$ cat config.mk
export PLATFORM = sky130hd
export DESIGN_NAME = eeprom_rx
export DESIGN_NICKNAME = d
export VERILOG_FILES = /design/src/rtl/eeprom_rx.sv
export SDC_FILE = /design/constraint.sdc
export NUM_CORES = 1
export LEC_CHECK = 0
export ABC_AREA = 1
export CELL_PAD_IN_SITES_DETAIL_PLACEMENT = 0
export CELL_PAD_IN_SITES_GLOBAL_PLACEMENT = 1
export CORE_UTILIZATION = 42
export DETAILED_ROUTE_END_ITERATION = 8
export GPL_TIMING_DRIVEN = 0
export PLACE_DENSITY_LB_ADDON = 0.1
export SETUP_SLACK_MARGIN = 0.02
export SLEW_MARGIN = 20
export SYNTH_ARGS = -nofsm -noshare
export SYNTH_HDL_FRONTEND = slang
export SYNTH_SLANG_ARGS = --single-unit
$ cat constraint.sdc
create_clock -name clk -period 2.88 [get_ports clk]
set_clock_uncertainty 0.15 [all_clocks]
set_input_delay 0.288 -clock clk [delete_from_list [all_inputs] [get_ports clk]]
set_output_delay 0.288 -clock clk [all_outputs]
set_load 0.01 [all_outputs]
$ cat src/rtl/eeprom_rx.sv
// eeprom_rx: SPI mode-0 receiver that clocks DATA_W bits in from the EEPROM, MSB first, and strobes the result
module eeprom_rx #(
  parameter int DIV_LOG2 = 2,
  parameter int DATA_W   = 8
) (
  input  logic              clk,
  input  logic              reset,
  input  logic              rd_start,
  input  logic              SDIN,
  output logic              SCLK,
  output logic [DATA_W-1:0] rd_data,
  output logic              rd_valid,
  output logic              SPI_busy
);
  localparam int HALF = 2 ** DIV_LOG2;
  localparam int BW   = $clog2(DATA_W) + 1;
  localparam logic [DIV_LOG2:0] PH_RISE = (DIV_LOG2 + 1)'(HALF - 1);
  localparam logic [DIV_LOG2:0] PH_FALL = (DIV_LOG2 + 1)'(2 * HALF - 1);
  localparam logic [BW-1:0]     BIT_LAST = BW'(DATA_W - 1);
  typedef enum logic [1:0] {IDLE, SHIFT, DONE} state_t;
  state_t              state;
  logic [DIV_LOG2:0]   phase;
  logic [BW-1:0]       bit_cnt;
  logic [DATA_W-1:0]   sr;
  always_ff @(posedge clk) begin
    if (reset) begin
      state    <= IDLE;
      phase    <= '0;
      bit_cnt  <= '0;
      sr       <= '0;
      SCLK     <= 1'b0;
      rd_data  <= '0;
      rd_valid <= 1'b0;
      SPI_busy <= 1'b0;
    end else begin
      rd_valid <= 1'b0;
      case (state)
        SHIFT: begin
          phase <= phase + 1'b1;
          // sample on the rising edge we are about to drive; EEPROM changed SDIN after the previous fall
          if (phase == PH_RISE) begin
            SCLK <= 1'b1;
            sr   <= {sr[DATA_W-2:0], SDIN};
          end
          if (phase == PH_FALL) begin
            SCLK  <= 1'b0;
            phase <= '0;
            if (bit_cnt == BIT_LAST) begin
              state    <= DONE;
              SPI_busy <= 1'b0;
              rd_valid <= 1'b1;
              rd_data  <= sr;
            end else begin
              bit_cnt <= bit_cnt + 1'b1;
            end
          end
        end
        default: begin
          state <= rd_start ? SHIFT : IDLE;
          if (rd_start) begin
            SPI_busy <= 1'b1;
            phase    <= '0;
            bit_cnt  <= '0;
            sr       <= '0;
          end
        end
      endcase
    end
  end
endmodule

==> impl_metrics.yaml <==
setup_path:
  critPathBufInv: 1
  crit_fanout: 2
  cp.depth: 1
  cp.arrival_ps: 1240
  worstPathRequired_ps: 2440
  max_stage_delay_ps: 550
  reg2reg_from: "phase[0]"
  startpoint: "rd_data[1]"
  cp-end-kind: "output pin"
  critPathTopFamily: "buffers and inverters"
  reg2reg_depth: 9
  crit_chain: "clkdlybuf4s50_1"
  startpoint_type: "flip-flop"
  r2r_end: "bit_cnt[1]"
  worstSetupPathType: "flip-flop to output pin"
  r2r_slack_ps: 1230
  critPathSlowestCell: "clkdlybuf4s50_1"
floorplan:
  die_h_um: 54.9
  die_x_um: 54.9
  rows: 18
  pin_count: 15
  coreArea_um2: 2570
  start_util_pct: 45.9
  die-area_um2: 3020
synthesis:
  synth_top_family_by_area: "simple AND/OR/NAND/NOR gates"
  synth-simple-area-share_pct: 33.3
  synthAdderAreaFrac_pct: 4.25
  yosysSeqAreaShare_pct: 47.6
  synthMuxAreaShare_pct: 0
  synth-seq-cells: 28
  yosysTopAreaCell: "dfxtp_1"
  yosysWarnings: 0
  synthXorXnorAreaFrac_pct: 0
  ys_types: 21
  synth_top_area_share_pct: 47.6
  syn_avg_cell_area_um2: 7.65
  synth_area_leaders: "dfxtp_1, nand2_1, a21oi_1"
  synth-compound-area-share_pct: 7.76
  synth_area_um2: 1180
  synth_cells: 154
  synthesis.nets: 162
routing:
  vias_per_cell: 4.93
  dr.pass1.iters: 4
  drtAntennaViolNets: 0
  dr_total_vias: 991
  drc: 0
  drt_wl_total_um: 2240
  drt_iter0_drc: 27
  wire_per_inst_um: 11.1
layout:
  fillers: 276
  final_common_cell: "nand2_1"
  fin_util_pct: 54.4
  nets: 180
  n_antenna_cell: 0
  synthToLayoutAreaGrowth_pct: 18.7
  final_cell_mix: "nand2_1, dfxtp_1, inv_1, a21oi_1, clkdlybuf4s50_1"
  drive_gt1_share_pct: 9.36
timing:
  setup_viol: 0
  rsz0062_at_grt: "false"
  tightest_slew_ps: 472
  slew-limit-headroom_pct: 68.6
  finalCriticalPeriod_ps: 1680
  holdWs_ps: 102
  finalMaxSlewViolations: 0
  setup-tns-final_ps: 0
  fin_crit_sh_pct: 58.3
  max_freq_mhz: 595
  setup_ws_ps: 1200
  finalHoldViolCount: 0
power:
  p_leak_uw: 0.000612
  power_per_cell_area_nw_per_um2: 507
  ir_drop_mv: 0.372
cts:
  insertion_delay_ps: 320
  htree_levels: 1
  cts_tree: "yes"
  cts_resized: 0
  postCtsHoldBufs: 0
  cts.clk_slew.worst_paths_ps: 150
  cts_root_buffer: "clkbuf_4"
  cts_sinks: 28
  postCtsSetupBuffers: 0
  numCtsBuffers: 3
  cts_buffer_depth: 2
global_route:
  grt_max_degree: 17
  first_global_vias: 791
  overflow: 0
  antenna_found_initial: 0
  grt_pass1_wl_um: 3530
  grt.total_usage_pct: 16.7
place:
  pre_cts_slack_ps: 1230
  dp_hpwl_um: 1680
  gp_congestion: 0.713
  io_buffers: 13
min_path:
  holdCritStartpoint: "reset"
  holdPathStages: 2
  min_path_type: "input port to flip-flop"
  holdPathEnd: "sr[2]"
run:
  maxCapViolations: 0
run_status:
  status: "complete, no violations"
-- metal layers --
| metal | part of all wire (%) | up-vias | global-route usage, % |
|---|---|---|---|
| met3 | 4.3 | 2 | 2.73 |
| met1 | 52 | 445 | 23.9 |
| met2 | 43 | 26 | 24.5 |
| li1 | - | 518 | - |
| met4 | 0.67 | 0 | 7.50 |
| met5 | 0 | - | 0 |
-- per-stage QoR --
stage                     power (µW)  instance area [µm²]  cells
after global placement           460                 1350    197
after CTS                        721                 1400    201
final                            709                 1400    201
after global routing             742                 1400    201
after floorplan                  447                 1180    154
after detailed placement         462                 1350    197
-- synth_stat cells, drive strengths merged --
| cell type | n |
|---|---|
| ha | 4 |
| nand4 | 1 |
| buf | 3 |
| nand3 | 13 |
| dfxtp | 28 |
| nand2 | 54 |
| o22ai | 1 |
| clkbuf | 1 |
| nor2 | 16 |
| o21ai | 2 |
| a21oi | 15 |
| inv | 15 |
| or2 | 1 |
-- power breakdown --
part | internal [µW] | switching, µW | leakage [µW]
clock network | 141 | 115 | 0.0000279
logic | 19.0 | 32.5 | 0.000357
registers | 395 | 6.20 | 0.000227
total | 555 | 154 | 0.000612
-- kinds of logic after synthesis --
logic type	after synthesis
and+or+nand+nor	85
adders and majority gates	4
buffers and inverters	19
DFF	28
AOI/OAI and AO/OA	18
-- area by class of cell --
class / instances / area (µm²) / area share (%)
clock inverters: 1 / 30.0 / 2.15
plain buffers: 4 / 27.5 / 1.97
inverters: 15 / 56.3 / 4.03
multi-input cells: 107 / 533 / 38.1
repair buffers: 13 / 130 / 9.31
flip-flops and latches: 28 / 561 / 40.1
clock buffers: 3 / 22.5 / 1.61
well taps: 30 / 37.5 / 2.69
-- registers in the layout, indices dropped and copies added (netlist names) --
name,cells
SCLK,1
SPI_busy,1
bit_cnt,4
phase,3
rd_data,8
rd_valid,1
sr,8
state,2
-- worst max-delay path by stage --
stage | end | slack, ps
4_1_cts | rd_data[1] | 1170
6_report | rd_data[1] | 1200
3_5_place_dp | bit_cnt[1] | 1230
3_3_place_gp | bit_cnt[1] | 1250
2_1_floorplan | bit_cnt[0] | 1400
5_1_grt | bit_cnt[1] | 1020
No activity file was read; power rests on OpenSTA's default activity.
